===== src/rtl/fifo_fill_ctrl.sv =====
// Read-side FIFO fill controller: issues full-burst and tail read requests to the
// AXI read engine while the read-data FIFO has room, until the frame budget is spent.
module fifo_fill_ctrl #(
  parameter int               DEPTH     = 1024,
  parameter int               CW        = 11,
  parameter int               BURST_LEN = 128,
  parameter int               LSIZE     = 9,
  parameter int               TSIZE     = 24,
  parameter logic [TSIZE-1:0] TIMEOUT   = 24'hFFF000
) (
  input  logic             clock,
  input  logic             rst,
  input  logic             enable,
  input  logic             f_rst_status,
  input  logic             frame_start,
  input  logic [TSIZE-1:0] frame_len,
  input  logic [CW-1:0]    count,
  input  logic             fifo_empty,
  input  logic             resp,
  input  logic             done,
  output logic             burst_req,
  output logic             tail_req,
  output logic [LSIZE-1:0] req_len,
  output logic             burst_done,
  output logic             tail_done,
  output logic             frame_done,
  output logic             rst_chain,
  output logic             busy,
  output logic [TSIZE-1:0] remain
);

  localparam int CMPW = ((CW + 1) > LSIZE) ? (CW + 1) : LSIZE;
  localparam logic [TSIZE-1:0] BL_T    = TSIZE'(BURST_LEN);
  localparam logic [LSIZE-1:0] BL_L    = LSIZE'(BURST_LEN);
  localparam logic [CW:0]      DEPTH_C = (CW + 1)'(DEPTH);
  localparam logic [TSIZE-1:0] TO_LAST = TIMEOUT - 1'b1;

  typedef enum logic [2:0] {
    IDLE, REQ, WAIT_DONE, FSH, TIME_ERR, RESET_CHAIN
  } state_t;

  state_t           r_state;
  logic [TSIZE-1:0] r_remain;
  logic [LSIZE-1:0] r_req_len;
  logic [TSIZE-1:0] r_tcnt;
  logic             r_tail;

  logic [CW:0]      w_fill;
  logic [CW:0]      w_free;
  logic [LSIZE-1:0] w_next_len;
  logic             w_is_tail;
  logic             w_fits;
  logic             w_to;
  logic [TSIZE-1:0] w_after;

  // An over-range fill level is treated as a full FIFO.
  assign w_fill     = {1'b0, count};
  assign w_free     = (w_fill > DEPTH_C) ? '0 : (DEPTH_C - w_fill);
  assign w_is_tail  = (r_remain < BL_T);
  assign w_next_len = w_is_tail ? r_remain[LSIZE-1:0] : BL_L;
  assign w_fits     = (CMPW'(w_free) >= CMPW'(w_next_len));
  assign w_to       = (r_tcnt == TO_LAST);
  assign w_after    = r_remain - TSIZE'(r_req_len);

  always_ff @(posedge clock) begin
    if (rst) begin
      r_state   <= IDLE;
      r_remain  <= '0;
      r_req_len <= '0;
      r_tcnt    <= '0;
      r_tail    <= 1'b0;
    end else if (f_rst_status) begin
      r_state  <= IDLE;
      r_remain <= '0;
      r_tcnt   <= '0;
    end else begin
      // The timeout counter spans the whole REQ + WAIT_DONE handshake.
      if (r_state == REQ || r_state == WAIT_DONE) r_tcnt <= r_tcnt + 1'b1;
      else                                         r_tcnt <= '0;
      case (r_state)
        IDLE: begin
          if (frame_start) begin
            r_remain <= frame_len;
          end else if (enable && (r_remain != '0) && w_fits) begin
            r_state   <= REQ;
            r_req_len <= w_next_len;
            r_tail    <= w_is_tail;
          end
        end
        REQ: begin
          if (resp && done) begin
            r_state  <= FSH;
            r_remain <= w_after;
          end else if (resp) begin
            r_state <= WAIT_DONE;
          end else if (w_to) begin
            r_state <= TIME_ERR;
          end
        end
        WAIT_DONE: begin
          if (done) begin
            r_state  <= FSH;
            r_remain <= w_after;
          end else if (w_to) begin
            r_state <= TIME_ERR;
          end
        end
        FSH:      r_state <= IDLE;
        TIME_ERR: begin
          r_remain <= '0;
          r_state  <= RESET_CHAIN;
        end
        RESET_CHAIN: if (fifo_empty) r_state <= IDLE;
        default:  r_state <= IDLE;
      endcase
    end
  end

  assign burst_req  = (r_state == REQ) && !r_tail;
  assign tail_req   = (r_state == REQ) &&  r_tail;
  assign burst_done = (r_state == FSH) && !r_tail;
  assign tail_done  = (r_state == FSH) &&  r_tail;
  assign frame_done = (r_state == FSH) && (r_remain == '0);
  assign rst_chain  = (r_state == TIME_ERR);
  assign busy       = (r_state != IDLE);
  assign req_len    = r_req_len;
  assign remain     = r_remain;

endmodule

===== config.mk =====
export PLATFORM = sky130hd
export DESIGN_NAME = fifo_fill_ctrl
export DESIGN_NICKNAME = d
export VERILOG_FILES = /design/src/rtl/fifo_fill_ctrl.sv
export SDC_FILE = /design/constraint.sdc
export NUM_CORES = 1
export LEC_CHECK = 0
export BUFFER_PORTS_ARGS = -buffer_cell sky130_fd_sc_hd__buf_4
export CAP_MARGIN = 10
export CORE_UTILIZATION = 41
export DETAILED_ROUTE_END_ITERATION = 7
export RECOVER_POWER = 100
export REMOVE_ABC_BUFFERS = 1
export SKIP_LAST_GASP = 1
export SLEW_MARGIN = 5
export SYNTH_ARGS = -nofsm -noshare
export SYNTH_HDL_FRONTEND = slang
export SYNTH_SLANG_ARGS = --single-unit

===== constraint.sdc =====
create_clock -name clock -period 6 [get_ports clock]
set_clock_uncertainty 0.05 [all_clocks]
set_input_delay 1.2 -clock clock [delete_from_list [all_inputs] [get_ports clock]]
set_output_delay 1.2 -clock clock [all_outputs]
set_load 0.01 [all_outputs]

# Word level (Yosys, flattened, before mapping)
# Cells that the tools add are included.
# Widths: inputs -> output; s select.
op_classes:
  bitwise: 3
  n_lt_le_gt_ge: 3
  reduce_logical: 20
  n_eq_ne: 12
  addsub: 3
  muxes: 14
op_table:
  columns: ["operator", "count"]
  rows:
  - ["$pmux 24 s4", 1]
  - ["$mux 24", 3]
  - ["$add 24x1->24 const B", 1]
  - ["$eq 24x24->1 const B", 1]
  - ["$logic_not 24->1", 1]
  - ["$lt 24x8->1 const B", 1]
  - ["$reduce_bool 24->1", 1]
  - ["$sub 24x9->24", 1]
  - ["$mux 3", 7]
  - ["$pmux 3 s5", 1]
  - ["$ge 12x9->1", 1]
  - ["$mux 12", 1]
  - ["$ne 2x2->1 const B", 6]
  - ["$sub 11x11->12 const A", 1]
  - ["$gt 11x11->1 const B", 1]
  - ["$mux 9", 1]
  - ["$logic_and 1x1->1", 8]
  - ["$reduce_and 4->1", 2]
  - ["$eq 3x2->1 const B", 2]
  - ["$eq 3x3->1 const B", 2]
  - ["$reduce_bool 4->1", 1]
  - ["$eq 3x1->1 const B", 1]
  - ["$logic_not 3->1", 1]
  - ["$not 1->1", 3]
  - ["other kinds (6)", 6]
totals:
  out_inout_bits: 40
  regBits: 61
  in_bits: 43
  wordCells: 60

# Depth between registers and ports, before layout
logic_depth:
  word_depth: 7
  ltp_mapped: 14
  depth_no_buf: 13

# Worst setup path before layout
# Ideal clock, no wire load.
synth_timing:
  path_type: "in2reg"
  from: "in count[0]"
  to: "reg r_req_len[1], in the netlist req_len[1]"
  stages: 14
  required_ns: 5.827
  setup_time_ns: 0.123
  n_path_buf: 1
  arrival_time_ns: 4.062
  path_slack_ns: 1.765
  cell_sequence: "inv_1 > ha_1 > or4b_2 > nor3b_1 > nor2_1 > nor2_1 > ha_1 > and4_1 > a21oi_1 > o21ai_0 > o21a_1 > o211a_1 > buf_2 > mux2_1"
synth_via:
  elab_chain_len: 5
  word_cells_on_any_way: 6
  classes_between: "add/sub: 1; order compare: 2; mux: 1; reduce/logical: 2"
synth_lines:
  columns: ["element", "line", "rtl"]
  rows:
  - ["start, declared", "17", "input logic [CW-1:0] count,"]
  - ["$sub 11x11->12 or $gt 11x11->1 (tied branches)", "58", "assign w_free = (w_fill > DEPTH_C) ? '0 : (DEPTH_C - w_fill);"]
  - ["$mux 12 (*)", "58", null]
  - ["$ge 12x9->1 (*)", "61", "assign w_fits = (CMPW'(w_free) >= CMPW'(w_next_len));"]
  - ["$logic_and 1x1->1 (*)", "84", "end else if (enable && (r_remain != '0) && w_fits) begin"]
  - ["$reduce_and 4->1 (no line) (*)", null, null]
  - ["end signal, assigned", "86", "r_req_len <= w_next_len;"]
  - ["end, declared", "44", "logic [LSIZE-1:0] r_req_len;"]
# Mark *: on every way between the ends. The rest lies on a longest branch, timed or not.
# A chain may end at the register's enable or synchronous reset.

# Final worst setup path
layout_timing:
  from: "reg r_remain[12], in the netlist remain[12]"
  to: "reg r_req_len[7], in the netlist req_len[7]"
layout_via:
  elab_chain_len: 5
  word_cells_on_any_way: 7
  classes_between: "order compare: 2; mux: 1; reduce/logical: 4"
layout_lines:
  columns: ["element", "line", "rtl"]
  rows:
  - ["start, declared", "43", "logic [TSIZE-1:0] r_remain;"]
  - ["start signal, assigned", "83", "r_remain <= frame_len;"]
  - ["start signal, assigned", "93", "r_remain <= w_after;"]
  - ["start signal, assigned", "103", "r_remain <= w_after;"]
  - ["$lt 24x8->1", "59", "assign w_is_tail = (r_remain < BL_T);"]
  - ["$mux 9", "60", "assign w_next_len = w_is_tail ? r_remain[LSIZE-1:0] : BL_L;"]
  - ["$ge 12x9->1", "61", null]
  - ["$logic_and 1x1->1", "84", null]
  - ["$reduce_and 4->1 (no line)", null, null]
# Parallel ways exist; a longest one is shown, timed or not.

==> run_results.csv <==
group,metric,value,unit
place,post-place-cells,726,
route,antenna_left,0,
floorplanning,fp.dieH,102,um
logic_synthesis,ys_ff_latch,61,
logic_synthesis,syn_inst,534,
cells_and_area,fillers,1034,
clocking,cts_buffers,9,
route,drt_wl_total,11600,um
power_and_ir_drop,power.switching,0.000326,W
power_and_ir_drop,p_per_area,210,nW/um^2
clocking,clk_pin_slew,0.08,ns
timing,slew_headroom,17.1,%
timing,tightest_slew,1.23,ns
logic_synthesis,yosys_warnings,0,
place,port-buffer-count,82,
run,maxCapViolations,0,
setup_path,timing.rr.end,"req_len[7]",
timing,layout_setup_ws,1.18,ns
timing,finalSetupViolCount,0,
cells_and_area,area_delta_synth_final,17.7,%
clocking,cts_root_buffer,"clkbuf_8",
setup_path,end_kind,"register",
clocking,insertion_delay,0.35,ns
route,drcViolationCount,0,
logic_synthesis,yosysMostFrequentCell,"nor2_1",
power_and_ir_drop,p_sw_share,32.1,%
setup_path,worstPathRequired,6.19,ns
floorplanning,num_rows,36,
floorplanning,die_area,10400,sq um
clocking,cts-resized-gates,0,
route,wl_per_cell,15.7,um
floorplanning,start_util,42.3,%
logic_synthesis,synth_top_cell_area_share,29.7,%
logic_synthesis,netlist_area,4110,sq um
floorplanning,core,9730,sq um
clocking,cts_tree,"done",
setup_path,setup.worst_path.class,"register to register",
power_and_ir_drop,p_total,0.00102,W
floorplanning,ioPinCount,83,
clocking,cts-hold-fix-buffers,0,
min_path,hold_path_depth,1,
logic_synthesis,synthArstFlopShare,0,%
min_path,hold_path_end,"r_tcnt[0]",
timing,finalCritPeriodShare,80.3,%
logic_synthesis,synth_top_area_cell,"dfxtp_1",
global_routing,grt_usage,23.4,%
timing,fin_crit,4.82,ns
route,vias_per_cell,5.53,
power_and_ir_drop,p_seq_share,41.9,%
global_routing,grt_overflow_total,0,
logic_synthesis,syn_area_per_cell,7.70,sq um
setup_path,crit_path_max_fanout,11,
logic_synthesis,synth-edff-count,0,
logic_synthesis,ys_top_cells_by_area,"dfxtp_1 30%, nor2_1 6.1%, ha_1 6.1%",
logic_synthesis,synthFlopType,"dfxtp_1",
setup_path,cp-start-kind,"register",
power_and_ir_drop,ir_worst_vdd,109,uV
cells_and_area,post-route-util,49.8,%
route,drtIter0Drc,144,
clocking,cts.htree.levels,3,
logic_synthesis,synthDistinctLibCells,68,
route,firstDrtPassIters,4,
place,gp_congestion,0.878,
setup_path,worstReg2RegStart,"remain[12]",
min_path,min_from,"r_tcnt[0]",
logic_synthesis,synth_common_cells,"67 x nor2_1, 61 x dfxtp_1, 43 x nand2_1, 28 x a21oi_1, 26 x nor3_1",
timing,rsz0062_at_grt,"no",
cells_and_area,final_layout_size_suffix_gt1_share,11.5,%
setup_path,crit_arrival,5.00,ns
route,dr_total_vias,4100,
power_and_ir_drop,intPower,0.000691,W
power_and_ir_drop,p_leak,1.84,nW
setup_path,worst_r2r_path_depth,11,
global_routing,antenna_found_initial,0,
min_path,worst_hold_path_type,"register to register",
power_and_ir_drop,clock_power_share,37.0,%
clocking,cts_sinks,61,
cells_and_area,nNetsFinal,668,
run_status,outcome,"complete, no violations",
timing,max_freq,208,MHz
cells_and_area,diodes,0,
global_routing,grt_max_degree,27,
place,pre_cts_slack,1.25,ns
cells_and_area,final_cells,742,
clocking,clockBufferDepth,2,
place,hpwl,8520,um
floorplanning,die_w,102,um
power_and_ir_drop,combPwrFrac,21.1,%
timing,hold_viol,0,
global_routing,grt_pass1_vias,3890,
timing,slew_violations,0,
setup_path,reg2reg_slack,1.18,ns
global_routing,grt_pass1_wl,18900,um
clocking,cts_setup_buffers,0,
logic_synthesis,yosysSeqAreaShare,29.7,%
timing,fin_tns_setup,0,ns
==> power groups by stage <==
stage          clock (W)  sequential [W]  combinational, W
2_1_floorplan          0        0.000435          0.000134
3_3_place_gp           0        0.000435          0.000221
3_5_place_dp           0        0.000435          0.000224
4_1_cts         0.000385        0.000426          0.000225
5_1_grt         0.000405        0.000428          0.000238
6_report        0.000376        0.000426          0.000215
==> critical path: stages, from the launching register on <==
cell	delay, ns
dfxtp_1	0.38
or3_1	0.47
or4_1	0.66
nor3_1	1.04
nand2_1	0.23
ha_1	0.37
and4_1	0.23
o211ai_1	0.09
o21ai_0	0.16
o21a_1	0.15
o211a_1	0.48
mux2_1	0.38
==> area by class of cell <==
cell class                 instances  area (sq um)  area share (%)
sequential                        61          1220            25.2
multi-input combinational        427          2700            55.7
clock buffer                       9           124            2.56
clock inverter                     7          75.1            1.55
inverter                          19          71.3            1.47
timing repair buffer              86           488            10.1
tap                              133           166            3.44
==> cells in the final DEF (no fill, tap or decap), types with 6 or more instances in the layout <==
| cell type | n |
|---|---|
| nor2_1 | 67 |
| dfxtp_1 | 61 |
| nand2_1 | 43 |
| buf_4 | 43 |
| clkbuf_1 | 42 |
| a21oi_1 | 28 |
| nor3_1 | 27 |
| nand3_1 | 25 |
| xor2_1 | 20 |
| ha_1 | 20 |
| inv_1 | 19 |
| o21ai_0 | 19 |
| nand2b_1 | 16 |
| mux2i_1 | 11 |
| and3_1 | 10 |
| xnor2_1 | 9 |
| clkbuf_8 | 9 |
| or3_1 | 8 |
| nor4_1 | 8 |
| nor2b_1 | 8 |
| o211ai_1 | 7 |
| and2_1 | 7 |
| a211oi_1 | 7 |
| o21a_1 | 6 |
==> registers in the layout, indices dropped and copies added, names as in the netlist <==
name     count
r_tcnt      24
remain      24
req_len      9
r_state      3
r_tail       1
==> layer usage <==
metal	global-route usage, %	routed length [um]	vias up
li1	-	-	2051
met1	29.6	5290	1936
met4	9.12	169	0
met3	4.17	593	14
met5	0	0	-
met2	39.4	5560	99
==> cells by family after synthesis <==
logic type               after synthesis  synth area share [%]
AO/OA/AOI/OAI                        111                  18.3
XOR/XNOR                              29                  6.17
adder cells (fa/ha/maj)               21                  6.57
buffers and inverters                 46                  4.44
flip-flops                            61                  29.7
multiplexers                          13                  3.22
other                                  1                0.0912
AND/OR/NAND/NOR                      252                  31.5
==> through the flow <==
stage	instance area (sq um)	hold slack (ns)
floorplan	4000	0.380
global placement	4820	0.398
detailed placement	4820	0.418
CTS	5020	0.435
global route	4840	0.452
finish	4840	0.434
==> how the worst max path moves through the flow <==
stage | from | to | slack, ns | cells after the start
floorplan | count[0] | req_len[1] | 1.76 | 13
global placement | count[0] | req_len[1] | 1.37 | 14
detailed placement | count[0] | req_len[7] | 1.25 | 14
CTS | count[0] | req_len[7] | 1.59 | 14
global route | remain[12] | req_len[7] | 0.86 | 11
finish | remain[12] | req_len[7] | 1.18 | 11
(Power assumes the default switching activity.)
